**src/rtl/bus_controller.sv**
```systemverilog
// Multicycle bus slave: one request -> one synchronous-RAM access plus WAIT_CYCLES wait states.
// Optional misaligned-address trap enabled by defining BUS_ALIGN_CHECK_EN.
module bus_controller #(
  parameter int ADDR_W      = 10,
  parameter int WAIT_CYCLES = 0
) (
  input  logic              clk,
  input  logic              rst,
  input  logic              start_transaction,
  input  logic              mode,
  input  logic [31:0]       addr,
  input  logic [31:0]       wdata,
  output logic [31:0]       rdata,
  output logic              rdata_valid,
  output logic              write_done,
  output logic              busy,
  output logic              bus_error,
  output logic              mem_en,
  output logic              mem_we,
  output logic [ADDR_W-1:0] mem_addr,
  output logic [31:0]       mem_wdata,
  input  logic [31:0]       mem_rdata
);

  localparam logic [3:0] WAIT_INIT = 4'(WAIT_CYCLES);

  typedef enum logic [2:0] {
    S_IDLE,
    S_ACCESS,
    S_CAPTURE,
    S_WAIT,
    S_RESP
  } state_t;

  state_t            r_state;
  logic              r_mode;
  logic [3:0]        r_cnt;
  logic [31:0]       r_rdata;
  logic              r_rdata_valid;
  logic              r_write_done;
  logic              r_busy;
  logic              r_bus_error;
  logic              r_mem_en;
  logic              r_mem_we;
  logic [ADDR_W-1:0] r_mem_addr;
  logic [31:0]       r_mem_wdata;

  logic w_misaligned;
  logic w_unused;

`ifdef BUS_ALIGN_CHECK_EN
  assign w_misaligned = |addr[1:0];
`else
  assign w_misaligned = 1'b0;
`endif

  // Byte-lane bits and bits above the RAM window never select a word.
  assign w_unused = ^{addr[31:ADDR_W+2], addr[1:0]};

  // Outputs are registered: each is set on the edge that enters the state it belongs to.
  always_ff @(posedge clk) begin
    if (rst) begin
      r_state       <= S_IDLE;
      r_mode        <= 1'b0;
      r_cnt         <= 4'd0;
      r_rdata       <= 32'd0;
      r_rdata_valid <= 1'b0;
      r_write_done  <= 1'b0;
      r_busy        <= 1'b0;
      r_bus_error   <= 1'b0;
      r_mem_en      <= 1'b0;
      r_mem_we      <= 1'b0;
      r_mem_addr    <= '0;
      r_mem_wdata   <= 32'd0;
    end else begin
      r_rdata_valid <= 1'b0;
      r_write_done  <= 1'b0;
      r_bus_error   <= 1'b0;
      r_mem_en      <= 1'b0;
      r_mem_we      <= 1'b0;
      case (r_state)
        S_IDLE: begin
          if (start_transaction) begin
            r_mode      <= mode;
            r_mem_addr  <= addr[ADDR_W+1:2];
            r_mem_wdata <= wdata;
            r_busy      <= 1'b1;
            if (w_misaligned) begin
              r_state       <= S_RESP;
              r_rdata_valid <= ~mode;
              r_write_done  <= mode;
              r_bus_error   <= 1'b1;
            end else begin
              r_state  <= S_ACCESS;
              r_mem_en <= 1'b1;
              r_mem_we <= mode;
            end
          end
        end
        S_ACCESS: begin
          r_state <= S_CAPTURE;
        end
        S_CAPTURE: begin
          if (!r_mode) begin
            r_rdata <= mem_rdata;
          end
          r_cnt <= WAIT_INIT;
          if (WAIT_INIT != 4'd0) begin
            r_state <= S_WAIT;
          end else begin
            r_state       <= S_RESP;
            r_rdata_valid <= ~r_mode;
            r_write_done  <= r_mode;
          end
        end
        S_WAIT: begin
          r_cnt <= r_cnt - 4'd1;
          if (r_cnt == 4'd1) begin
            r_state       <= S_RESP;
            r_rdata_valid <= ~r_mode;
            r_write_done  <= r_mode;
          end
        end
        S_RESP: begin
          r_state <= S_IDLE;
          r_busy  <= 1'b0;
        end
        default: begin
          r_state <= S_IDLE;
          r_busy  <= 1'b0;
        end
      endcase
    end
  end

  assign rdata       = r_rdata;
  assign rdata_valid = r_rdata_valid;
  assign write_done  = r_write_done;
  assign busy        = r_busy;
  assign bus_error   = r_bus_error;
  assign mem_en      = r_mem_en;
  assign mem_we      = r_mem_we;
  assign mem_addr    = r_mem_addr;
  assign mem_wdata   = r_mem_wdata;

endmodule

```
**config.mk**
```make
export PLATFORM = sky130hd
export DESIGN_NAME = bus_controller
export DESIGN_NICKNAME = d
export VERILOG_FILES = /design/src/rtl/bus_controller.sv
export SDC_FILE = /design/constraint.sdc
export NUM_CORES = 1
export LEC_CHECK = 0
export CORE_MARGIN = 8
export CORE_UTILIZATION = 38
export DETAILED_ROUTE_END_ITERATION = 10
export PLACE_DENSITY_LB_ADDON = 0.12
export SYNTH_ARGS = -nofsm -noshare
export SYNTH_HDL_FRONTEND = slang
export SYNTH_SLANG_ARGS = --single-unit
```
**constraint.sdc**
```tcl
create_clock -name clk -period 1.9 [get_ports clk]
set_clock_uncertainty 0.05 [all_clocks]
set_input_delay 0.19 -clock clk [delete_from_list [all_inputs] [get_ports clk]]
set_output_delay 0.19 -clock clk [all_outputs]
set_load 0.01 [all_outputs]
```
==> flow_metrics.env <==
export IMPL_wl_per_cell_um=14.0
export IMPL_worstPathArrival_ps=1830
export IMPL_fp_dieH_um=107
export IMPL_grt_pass1_wl_um=14200
export IMPL_start_kind="register"
export IMPL_cts_buffer_depth=2
export IMPL_synth_area_leader_cell="dfxtp_1"
export IMPL_drc_errors=0
export IMPL_slew_violations=0
export IMPL_antenna_found_initial=0
export IMPL_dieArea_mm2=0.0114
export IMPL_r2r_end="write_done$_SDFF_PP0_"
export IMPL_r2r_start="r_cnt[0]$_SDFFE_PP0P_"
export IMPL_crit_path_start="r_cnt[0]$_SDFFE_PP0P_"
export IMPL_clock_sinks=87
export IMPL_setup_tns_ps=0
export IMPL_dp_hpwl_um=6400
export IMPL_post_route_min_period_ps=1600
export IMPL_finalHoldViolations=0
export IMPL_maxCapViolCount=0
export IMPL_drt_pass1_iter_count=4
export IMPL_fill_cells=754
export IMPL_avgViaCountPerCell=4.68
export IMPL_fin_ws_ps=305
export IMPL_num_io_pins=180
export IMPL_cts_max_level=3
export IMPL_critPathCaptureType="register"
export IMPL_ant_nets=0
export IMPL_max_vdd_ir_drop_v=0.000347
export IMPL_synthToLayoutAreaGrowth_pct=57.1
export IMPL_worst_ep_required_time_ps=2130
export IMPL_die_width_um=107
export IMPL_syn_inst=378
export IMPL_grt_remaining_overflow=0
export IMPL_drtIter0Drc=109
export IMPL_ys_ff_latch=87
export IMPL_cellLeakagePower_nw=1.76
export IMPL_r2r_setup_slack_ps=300
export IMPL_final_nets=628
export IMPL_power_density_mw_per_mm2=771
export IMPL_core_region_area_mm2=0.00809
export IMPL_reg2reg_depth=4
export IMPL_timing_hold_ws_ps=220
export IMPL_grt_usage_pct=15.2
export IMPL_diodes=0
export IMPL_clk_latency_ps=330
export IMPL_finalCritPeriodShare_pct=84.0
export IMPL_start_util_pct=38.7
export IMPL_cp_endpoint="write_done$_SDFF_PP0_"
export IMPL_path_clk_slew_ps=80
export IMPL_finalWeightedCongestion=0.709
export IMPL_grt_pass1_vias=2854
export IMPL_path_max_fanout=4
export IMPL_root_buffer="clkbuf_8"
export IMPL_ctsHoldBuffers=0
export IMPL_cts_buffers=9
export IMPL_ys_warn_count=0
export IMPL_syn_nets=480
export IMPL_io_buffers=156
export IMPL_ys_seq_area_share_pct=55.6
export IMPL_vias=2969
export IMPL_avgSynthCellArea_um2=8.29
export IMPL_cts_tree="built"
export IMPL_rsz0062_at_grt="false"
export IMPL_status="completed"
export IMPL_grt_max_degree=45
export IMPL_routed_wl_um=8870
export IMPL_setup_violations=0
export IMPL_postCtsSetupBuffers=0
export IMPL_dp_slack_ps=154
export IMPL_synthDominantCellAreaShare_pct=55.6
export IMPL_netlist_top_cells_area="dfxtp_1 (56%), nand2_1 (18%), a21oi_1 (13%), buf_6 (2.9%), buf_2 (1.4%)"
export IMPL_rows=33
export IMPL_cts_resized=0
export IMPL_crit_type="register to register"
export IMPL_synth_cell_type_count=29
export IMPL_drive_above_1_share_pct=4.91
export IMPL_syn_area_mm2=0.00313
export IMPL_worstHoldPathType="input pin to register"
export IMPL_fmax_ghz=0.627
==> critical path: stages, from the launching register on <==
cell	delay, ps
dfxtp_1	380
ha_1	150
or3b_1	400
a211oi_1	390
and2_1	180
==> power by group <==
part	internal, mW	total (mW)	switching, mW	leakage (nW)
registers	1.91	1.96	0.0487	0.710
clock network	0.625	1.22	0.591	0.0940
logic	0.360	0.620	0.261	0.960
==> cells by family (layout without fill, tap and decap cells) <==
group / count (synthesis) / count (layout) / synth area share [%]
compound gates: 85 / 85 / 14.0
fa+ha+maj: 2 / 2 / 0.799
buf+inv: 30 / 181 / 5.99
flops: 87 / 87 / 55.6
other cells: 1 / 1 / 0.120
simple gates: 173 / 173 / 23.5
==> sequential cells by signal, indices dropped and copies added, names as in the netlist <==
| register | count |
|---|---|
| r_mode | 1 |
| write_done | 1 |
| mem_addr | 10 |
| mem_en | 1 |
| r_cnt | 4 |
| r_state | 3 |
| mem_wdata | 32 |
| mem_we | 1 |
| busy | 1 |
| rdata_valid | 1 |
| rdata | 32 |
==> layer usage <==
| metal | share of wire (%) | vias to the layer above | GRT usage (%) | routed length [µm] |
|---|---|---|---|---|
| met3 | 11 | 9 | 7.32 | 940 |
| met5 | 0 | - | 0 | 0 |
| met1 | 42 | 1348 | 17.7 | 3700 |
| met2 | 47 | 103 | 23.9 | 4150 |
| met4 | 0.92 | 0 | 5.43 | 82 |
| li1 | - | 1509 | - | - |
==> layout make-up <==
cell class / count / area, µm² / area share, %
well taps: 105 / 131 / 2.67
multi-input cells: 261 / 1210 / 24.6
repair buffers: 164 / 1640 / 33.3
flip-flops and latches: 87 / 1740 / 35.4
inverters: 3 / 11.3 / 0.229
clock buffers: 10 / 138 / 2.80
clock inverters: 4 / 47.5 / 0.966
==> per-stage QoR <==
stage / utilization [%] / power, mW / area, µm² / instances
6_report: 60.8 / 3.80 / 4920 / 634
3_5_place_dp: 58.5 / 2.63 / 4740 / 620
5_1_grt: 60.8 / 3.98 / 4920 / 634
4_1_cts: 60.8 / 3.86 / 4920 / 634
3_3_place_gp: 58.5 / 2.62 / 4740 / 620
2_1_floorplan: - / 2.26 / 3130 / 378
==> worst min-delay path by stage <==
stage	from	endpoint	slack [ps]	depth (start not counted)
final	rst	mem_wdata[0]$_SDFFE_PP0P_	220	2
after global routing	rst	rdata[22]$_SDFFE_PP0P_	230	2
after CTS	rst	rdata[28]$_SDFFE_PP0P_	210	2
after detailed placement	mem_addr[8]$_SDFFE_PP0P_	mem_addr[8]$_SDFFE_PP0P_	400	2
after global placement	rdata[18]$_SDFFE_PP0P_	rdata[18]$_SDFFE_PP0P_	390	2
after floorplan	rst	r_state[2]$_SDFFE_PP0P_	230	1
==> Yosys cell counts, drive strengths merged <==
cell type  number
nor4b           2
o21ai           1
a211oi          1
nand2         154
o21a            1
a2bb2oi         1
nand2b          1
ha              2
nor3b           1
a21oi          80
nand3b          2
and3b           1
buf            19
nor2            3
nor2b           2
nor3            1
dfxtp          87
and2            2
conb            1
or3b            2
inv             3
o211a           1
clkbuf          8
or4b            2
==> cells in the final DEF (no fill, tap or decap), drive strengths merged <==
cell type      instances
a211oi                 1
a21oi                 80
a2bb2oi                1
and2                   2
and3b                  1
buf                    9
bufinv                 1
clkbuf                10
clkdlybuf4s50        155
clkinv                 2
clkinvlp               1
conb                   1
dfxtp                 87
ha                     2
inv                    3
nand2                154
nand2b                 1
nand3b                 2
nor2                   3
nor2b                  2
nor3                   1
nor3b                  1
nor4b                  2
o211a                  1
o21a                   1
o21ai                  1
or3b                   2
or4b                   2
Power figures use the tool's default switching activity.
==> RTL edit, RTL diff (config.mk and constraints unchanged) <==
Register the output `mem_addr` once more, without a reset; this adds one clock of latency there. The other outputs are not delayed to match.
--- a/src/rtl/bus_controller.sv
+++ b/src/rtl/bus_controller.sv
@@ -142,3 +142,5 @@
   assign mem_we      = r_mem_we;
-  assign mem_addr    = r_mem_addr;
+  always_ff @(posedge clk) begin
+    mem_addr <= r_mem_addr;
+  end
   assign mem_wdata   = r_mem_wdata;
Function: changed (Yosys sat finds a counterexample within 4 cycles, from zero or initial values and one cycle with rst high).
==> RTL edit against the original RTL <==
  * First-iteration DRC count shrank 17%
  * Combinational power grew 3.7%
  * Critical path depth is the same
  * Sequential power grew 12%
  * Sequential cell count grew 10
  * Final cell count grew 2.7%
  * Worst setup slack lost 0.029 ns
  * Wire length grew 5.6%
  * Synthesized area grew 7.4%
  * Total power grew 11%
  * Cell area grew 5.4%
  * Highest routed layer unchanged
==> RTL edit: results (changes against the original RTL) <==
Outcome
  – Status: complete, no violations (unchanged)

Cells and area
  – Nets: 640 (was 628)
  – NonClk Buf Share: 32.0% (was 33.3%)
  – #MultiIn Comb: 263 (was 261)
  – Clock buf count: 9 (was 10)
  – Signal buffers: 165 (was 164)
  – Logic inverters: 2 (was 3)
  – Area of the multi-input gates: 0.00123 sq mm (was 0.00121 sq mm)
  – Fraction of layout cells with a size suffix above 1: 5.34% (was 4.91%)
  – Fillcell total: 808 (was 754)
  – Seq/total area: 37.4% (was 35.4%)
  – # diodes: 0 (unchanged)
  – Layout area overhead: 54.2% (was 57.1%)
  – Clock buffers and inverters, area share: 4.00% (was 3.76%)

Logic synthesis
  – Synth cell count leaders: nand2_1, dfxtp_1, a21oi_1 (unchanged)
  – Asr flop ratio synth: 0% (unchanged)
  – Area contributors post-synth: dfxtp_1, nand2_1, a21oi_1, buf_6, buf_4 (was dfxtp_1, nand2_1, a21oi_1, buf_6, buf_2)
  – Seq/Total Area, Yosys: 57.7% (was 55.6%)
  – Post-synthesis compound-gate area fraction: 12.8% (was 14.0%)
  – Netlist cell types: 28 (was 29)
  – Syn Nets: 492 (was 480)
  – Fraction of the mapped netlist area in adder cells: 0.744% (was 0.799%)
  – Synthesized flop and latch total: 97 (was 87)

Setup path
  – Critical Path AT: 1.79 ns (was 1.83 ns)
  – End of the worst register-to-register path: mem_wdata[20]$_SDFFE_PP0P_ (was write_done$_SDFF_PP0_)
  – Top delay family on crit path: simple AND/OR/NAND/NOR gates (unchanged)
  – Max stage delay on crit path: 0.58 ns (was 0.40 ns)
  – Critical-path maximum fanout: 30 (was 4)
  – R2R Setup Slk: 0.28 ns (was 0.30 ns)
  – Critical-path top delay cell: or4b_1 (was or3b_1)
  – Worst R2R Start: r_state[2]$_SDFFE_PP0P_ (was r_cnt[0]$_SDFFE_PP0P_)

Detailed routing
  – Starting DRT DRC Count: 91 (was 109)
  – Vias per inst: 4.69 (was 4.68)
  – Routed WL: 9.37 mm (was 8.87 mm)

GRT
  – Initial antenna violation count: 0 (unchanged)
  – First-pass GRT wire length: 14.4 mm (was 14.2 mm)
  – Number of global-route vias before repair: 2895 (was 2854)
  – GRT Overall Usage: 14.9% (was 15.2%)
  – Largest net degree at the start of global routing: 33 (was 45)

Clock tree
  – Postcts setup bufs: 0 (unchanged)
  – Post_cts resized: 0 (unchanged)
  – Clk root buf: clkbuf_8 (unchanged)
  – Worst-path clk slew: 0.10 ns (was 0.08 ns)
  – Skew-Pair Late Insertion Delay: 0.35 ns (was 0.33 ns)

Power and ir drop
  – Leakage power total: 0.00188 uW (was 0.00176 uW)
  – Max IR drop VDD: 0.355 mV (was 0.347 mV)

Placed design
  – DP HPWL: 6.70 mm (was 6.40 mm)
  – Placed inst area: 0.00498 sq mm (was 0.00474 sq mm)
  – PortBufs: 156 (unchanged)
  – Routability cong.: 0.736 (was 0.709)
==> RTL edit: worst reg2reg max path, stage by stage (launching register included) <==
cell and delay (ns):
dfxtp_1 0.43, or4b_1 0.58, buf_4 0.26, nand2_1 0.11
a21oi_1 0.07
==> RTL edit: how the worst min path moves through the flow <==
stage,endpoint,start,depth (start not counted),slack [ns]
6_report,mem_wdata[3]$_SDFFE_PP0P_,rst,2,0.25
5_1_grt,r_mem_addr[3]$_SDFFE_PP0P_,rst,2,0.26
4_1_cts,mem_wdata[3]$_SDFFE_PP0P_,rst,2,0.25
3_5_place_dp,mem_addr[8]$_DFF_P_,r_mem_addr[8]$_SDFFE_PP0P_,0,0.29
3_3_place_gp,mem_addr[9]$_DFF_P_,r_mem_addr[9]$_SDFFE_PP0P_,0,0.28
2_1_floorplan,mem_we$_SDFF_PP0_,mode,1,0.26
==> RTL edit: where the power goes <==
part / internal [uW] / switching, uW
registers: 2140 / 52.2
clock network: 637 / 760
logic: 370 / 273
==> RTL edit: per-stage QoR <==
step | power, uW | hold slack, ns | setup WS [ns] | std cells
2_1_floorplan | 2510 | 0.262 | 0.411 | 390
3_3_place_gp | 2880 | 0.284 | 0.131 | 635
3_5_place_dp | 2890 | 0.286 | 0.0986 | 635
4_1_cts | 4300 | 0.252 | 0.252 | 651
5_1_grt | 4430 | 0.259 | 0.145 | 651
6_report | 4230 | 0.248 | 0.276 | 651
==> RTL edit: metal layers <==
metal / global-route usage, % / up-vias / wire [um]
met3: 6.57 / 9 / 1020
li1: - / 1553 / -
met2: 23.7 / 96 / 4450
met1: 17.4 / 1396 / 3810
met4: 5.99 / 0 / 87
met5: 0 / - / 0
